### src/rtl/msc_pkg.sv
// msc_pkg: shared types and defaults for the footswitch conditioning blocks
package msc_pkg;

    typedef enum logic [1:0] {
        STABLE_LO,
        WAIT_HI,
        STABLE_HI,
        WAIT_LO
    } debounce_state_t;

    localparam int DEBOUNCE_STABLE_CYCLES = 4;

endpackage

### src/rtl/debounce.sv
// debounce: accepts a new footswitch level after STABLE_CYCLES identical samples and derives edge pulses and a toggle
module debounce
    import msc_pkg::*;
#(
    parameter int STABLE_CYCLES = DEBOUNCE_STABLE_CYCLES,
    parameter bit INIT_VALUE    = 1'b0
) (
    input  logic clk,
    input  logic rst,
    input  logic sig_i,
    output logic level_o,
    output logic rise_o,
    output logic fall_o,
    output logic toggle_o
);

    localparam int            CW   = $clog2(STABLE_CYCLES + 1);
    localparam logic [CW-1:0] LAST = CW'(STABLE_CYCLES - 1);
    localparam logic [CW-1:0] ONE  = CW'(1);
    localparam debounce_state_t INIT_STATE = INIT_VALUE ? STABLE_HI : STABLE_LO;

    debounce_state_t state_q, state_d;
    logic [CW-1:0]   cnt_q, cnt_d;
    logic            rise_q, rise_d;
    logic            fall_q, fall_d;
    logic            toggle_q, toggle_d;

    // next state: a run of the opposite level counts up, any sample matching the current level abandons it
    always_comb begin
        state_d  = state_q;
        cnt_d    = '0;
        rise_d   = 1'b0;
        fall_d   = 1'b0;
        toggle_d = toggle_q;
        case (state_q)
            STABLE_LO: begin
                if (sig_i) begin
                    state_d = WAIT_HI;
                    cnt_d   = ONE;
                end
            end
            WAIT_HI: begin
                if (!sig_i) begin
                    state_d = STABLE_LO;
                end else if (cnt_q == LAST) begin
                    state_d  = STABLE_HI;
                    rise_d   = 1'b1;
                    toggle_d = ~toggle_q;
                end else begin
                    cnt_d = cnt_q + ONE;
                end
            end
            STABLE_HI: begin
                if (!sig_i) begin
                    state_d = WAIT_LO;
                    cnt_d   = ONE;
                end
            end
            WAIT_LO: begin
                if (sig_i) begin
                    state_d = STABLE_HI;
                end else if (cnt_q == LAST) begin
                    state_d = STABLE_LO;
                    fall_d  = 1'b1;
                end else begin
                    cnt_d = cnt_q + ONE;
                end
            end
            default: state_d = INIT_STATE;
        endcase
    end

    // state register; reset wins over any acceptance on the same edge
    always_ff @(posedge clk) begin
        if (!rst) begin
            state_q  <= INIT_STATE;
            cnt_q    <= '0;
            rise_q   <= 1'b0;
            fall_q   <= 1'b0;
            toggle_q <= INIT_VALUE;
        end else begin
            state_q  <= state_d;
            cnt_q    <= cnt_d;
            rise_q   <= rise_d;
            fall_q   <= fall_d;
            toggle_q <= toggle_d;
        end
    end

    assign level_o  = (state_q == STABLE_HI) || (state_q == WAIT_LO);
    assign rise_o   = rise_q;
    assign fall_o   = fall_q;
    assign toggle_o = toggle_q;

endmodule

### config.mk
export PLATFORM = sky130hd
export DESIGN_NAME = debounce
export DESIGN_NICKNAME = d
export VERILOG_FILES = /design/src/rtl/msc_pkg.sv /design/src/rtl/debounce.sv
export SDC_FILE = /design/constraint.sdc
export NUM_CORES = 1
export LEC_CHECK = 0
export CAP_MARGIN = 20
export CORE_AREA = 5 5 42 44
export CTS_BUF_LIST = sky130_fd_sc_hd__clkbuf_8
export DETAILED_ROUTE_END_ITERATION = 8
export DIE_AREA = 0 0 47 49
export REMOVE_ABC_BUFFERS = 1
export SLEW_MARGIN = 5
export SYNTH_ARGS = -nofsm -noshare
export SYNTH_HDL_FRONTEND = slang
export SYNTH_SLANG_ARGS = --single-unit
### constraint.sdc
create_clock -name clk -period 1.45 [get_ports clk]
set_input_delay 0.435 -clock clk [delete_from_list [all_inputs] [get_ports clk]]
set_output_delay 0.435 -clock clk [all_outputs]
set_load 0.01 [all_outputs]
# Word level (Yosys, flattened, before mapping)
# Cells that the tools add are included.
classes:
  n_bitwise: 3
  n_addsub: 1
  n_reduce_logical: 6
  eq_ne: 8
  n_mux: 14
ops:
  columns: ["operator", "n"]
  rows:
  - ["2-bit 2-to-1 mux", 6]
  - ["3-bit one-hot mux with 4 select lines", 1]
  - ["3-bit 2-to-1 mux", 3]
  - ["2-bit one-hot mux with 4 select lines", 1]
  - ["3-bit inequality test, second input constant", 2]
  - ["3-bit AND reduction", 2]
  - ["2-bit == test, second input constant", 2]
  - ["2-bit inequality test, second input constant", 2]
  - ["4-bit AND reduction", 1]
  - ["3-bit by 1-bit adder with 3-bit output, second input constant", 1]
  - ["3-bit by 2-bit == test with 1-bit output, second input constant", 1]
  - ["1-bit 2-to-1 mux", 3]
  - ["1-bit NOT", 3]
  - ["3-bit OR reduction", 1]
  - ["2-bit by 1-bit == test with 1-bit output, second input constant", 1]
  - ["2-bit logical NOT", 1]
  - ["1-bit logical OR", 1]
totals:
  inputBits: 3
  regBits: 8
  out_inout_bits: 4
  elab_cells: 37

# Longest topological paths before layout
logic_depth:
  word_depth: 4
  mapped_depth: 4
  ltp_nobuf: 4

# Worst setup path before layout
# OpenSTA, ideal clock, no wires.
synth_timing:
  kind: "register to register"
  startpoint: "reg cnt_q[0]"
  endpoint: "reg toggle_q (netlist: toggle_o)"
  stages_incl_launch_ff: 5
  period_less_slack_ps: 1163
  setup_time_ps: 70
  t_required_ps: 1380
  slack_ps: 287
  t_arrival_ps: 1093
  path_cell_list: "dfxtp_1 > ha_1 > nand3b_4 > or3_1 > a21boi_1"
synth_via:
  elab_chain_len: 2
synth_lines:
  columns: ["item", "line", "text"]
  rows:
  - ["start, declared", "debounce.sv:23", "logic [CW-1:0] cnt_q, cnt_d;"]
  - ["start signal, assigned", "debounce.sv:83", "cnt_q <= cnt_d;"]
  - ["3-bit by 2-bit == test with 1-bit output", "debounce.sv:45", "end else if (cnt_q == LAST) begin"]
  - ["3-bit AND reduction (no line)", null, null]
  - ["end signal, assigned", "debounce.sv:86", "toggle_q <= toggle_d;"]
  - ["end, declared", "debounce.sv:26", "logic toggle_q, toggle_d;"]
# No other way between the ends.
# A chain may end at the register's enable or synchronous reset.

# Worst setup path in the final report
layout_timing:
  startpoint: "in sig_i"
  endpoint: "reg toggle_q (netlist: toggle_o)"
layout_via:
  elab_chain_len: 1
layout_lines:
  columns: ["item", "line", "text"]
  rows:
  - ["start, declared", "debounce.sv:10", "input logic sig_i,"]
  - ["3-bit AND reduction (no line)", null, null]
# No other way between the ends.

==> impl_metrics.tcl <==
set metrics [dict create \
    outcome "complete, no violations" \
    cts_max_level 1 \
    min_path_type "reg -> reg" \
    place_ws_ns -0.148 \
    place_area_um2 398 \
    final-hold-violation-count 0 \
    rsz0062_at_grt "false" \
    gp_congestion 0.690 \
    start_kind "input pin" \
    fin_area_um2 439 \
    ios 7 \
    clock_latency_ns 0.22 \
    fp-row-count 14 \
    critPathRequiredTime_ns 1.61 \
    ys_ff_latch 8 \
    p_per_area_nw_per_um2 1160 \
    rr_startpoint "cnt_q[0]" \
    grt_use_met1_pct 6.22 \
    synth-seq-area-share_pct 52.2 \
    synthArstFlopShare_pct 0 \
    synthTopCellsByCount "8 x dfxtp_1, 2 x nor2_1, 2 x nor3b_1, 2 x o21ai_0" \
    port_buffers 6 \
    crit_chain "clkdlybuf4s50_1 -> nand2b_1 -> or3_1 -> a21boi_1" \
    cpMaxStageDelayCell "clkdlybuf4s50_1" \
    wl_per_cell_um 9.20 \
    tightest_slew_ns 0.211 \
    clockBufferDepth 2 \
    clk_root_buffer_cell "clkbuf_8" \
    busiest_layer "met4" \
    critPathKind "in -> reg" \
    drt-pass1-iter-count 3 \
    vias 225 \
    grt_max_degree 6 \
    track_usage_pct 6.15 \
    postCtsSetupRepairBufs 0 \
    synth_compound_area_share_pct 8.16 \
    avgSynthCellArea_um2 10.9 \
    grtUsageMet3_pct 3.32 \
    synth_mux_area_share_pct 3.27 \
    nets 44 \
    dieWidth_um 47 \
    dp.cells 51 \
    synth_edf_count 0 \
    drive_gt1_share_pct 21.1 \
    grt_pass1_vias 216 \
    synthCells 28 \
    cp_max_fo 3 \
    reg2reg_to "toggle_o" \
    cap_viol_max_count 0 \
    slew_violations 0 \
    vdd_drop_max_mv 0.550 \
    finalSetupViolations 0 \
    rr_worst_depth 4 \
    ys.warnings.count 0 \
    syn_area_um2 307 \
    endpoint "toggle_o" \
    synth_flop_cell "dfxtp_1" \
    die_h_um 49 \
    synth-xor-area-share_pct 2.86 \
    fin_util_pct 31.3 \
    final_cell_count_no_fill 54 \
    fin_ws_ns 0.103 \
    ant_nets 0 \
    clkSlewWorstSetupHoldPaths_ns 0.04 \
    synth_top_family_by_area "simple AND/OR/NAND/NOR gates" \
    synthTopCellsByArea "dfxtp_1 52%, nand3b_4 6.5%, nor3b_1 4.9%" \
    grt_pass1_wl_um 883 \
    period_share_pct 92.9 \
    grt_util_met2_pct 7.24 \
    max_freq_mhz 743 \
    cp.arrival_ns 1.50 \
    first_iter_violations 3 \
    n_fill_cell 154 \
    yosys.area_share.simple_pct 26.9 \
    end_kind "flip-flop" \
    synth_fa_ha_area_share_pct 4.08 \
    synth.distinct_cells 18 \
    numCtsBuffers 3 \
    reg2reg_slack_ns 0.18 \
    start_util_pct 21.9 \
    drc 0 \
    hold_ws_ns 0.455 \
    die_area_um2 2300 \
    maxSlewHeadroom_pct 85.9 \
    skew_ns 0.000668 \
    drt_wl_total_um 497 \
    critPathMaxStageDelay_ns 0.53 \
    layout_min_cycle_time_ns 1.35 \
    setup_tns_ns 0 \
    leakagePower_nw 0.217 \
    cts_sinks 8 \
    cts_tree "built" \
    synth.largest_area_cell "dfxtp_1" \
    crit_start "sig_i" \
    yosysMostFrequentCell "dfxtp_1" \
    area_delta_synth_final_pct 43.3 \
    core_area_um2 1400 \
    yosysTopAreaCellShare_pct 52.2 \
    antenna_found_initial 0 \
    n_antenna_cell 0 \
    grt_overflow 0 \
    total_power_mw 0.509 \
    viasPerCell 4.17 \
]
how the worst min path moves through the flow:
stage	cells past startpoint	endpoint	slack, ns	startpoint
3_5_place_dp	1	cnt_q[0]	0.45	cnt_q[0]
2_1_floorplan	1	cnt_q[0]	0.43	cnt_q[0]
5_1_grt	1	cnt_q[0]	0.49	cnt_q[0]
4_1_cts	1	cnt_q[0]	0.45	cnt_q[0]
3_3_place_gp	1	cnt_q[0]	0.46	cnt_q[0]
6_report	1	cnt_q[0]	0.46	cnt_q[0]
timing repair:
item / CTS / global route
resized for setup: 4 / 1
pin swaps: 0 / 0
hold buffers: 0 / 0
endpoints found under the setup margin: 4 / 1
worst max-delay path: cells and delay by family:
kind	cells	cell delay [ns]
and+or+nand+nor	2	0.41
AOI/OAI and AO/OA	1	0.14
buffers and inverters	1	0.53
cells by family after synthesis:
group	Yosys count
AOI/OAI and AO/OA	4
adders and majority gates	1
buffers and inverters	2
muxes	1
and+or+nand+nor	11
xor gates and xnor gates	1
DFF	8
report_power, final:
part	internal [mW]	leakage, nW	switching, mW
Combinational	0.0110	0.131	0.00745
Clock	0.179	0.0216	0.0832
Sequential	0.225	0.0650	0.00324
final cells by class:
cell class                      count  area [µm²]  share of cell area [%]
Inverter                            1        3.75                   0.855
Timing Repair Buffer                8        70.1                    16.0
Multi-Input combinational cell     18         144                    32.8
Tap cell                           16        20.0                    4.56
Sequential cell                     8         160                    36.5
Clock buffer                        3        41.3                    9.40
cell usage in the layout, fill, tap and decap left out, drive strengths merged:
master         instances
ha                     1
clkbuf                 3
a21boi                 2
nand4b                 1
dfxtp                  8
dlygate4sd2            4
o21ai                  2
nand2b                 1
nor3b                  2
clkdlybuf4s50          2
or3                    1
and3                   1
nor2                   2
buf                    2
xor2                   1
nand3b                 1
mux2i                  1
inv                    1
nor2b                  1
nand3                  1
per-layer routing:
metal / wire length [µm] / vias to the layer above
li1: - / 117
met1: 227 / 98
met2: 201 / 6
met3: 34 / 4
met4: 34 / 0
met5: 0 / -
No activity file was read; power rests on OpenSTA's default activity.
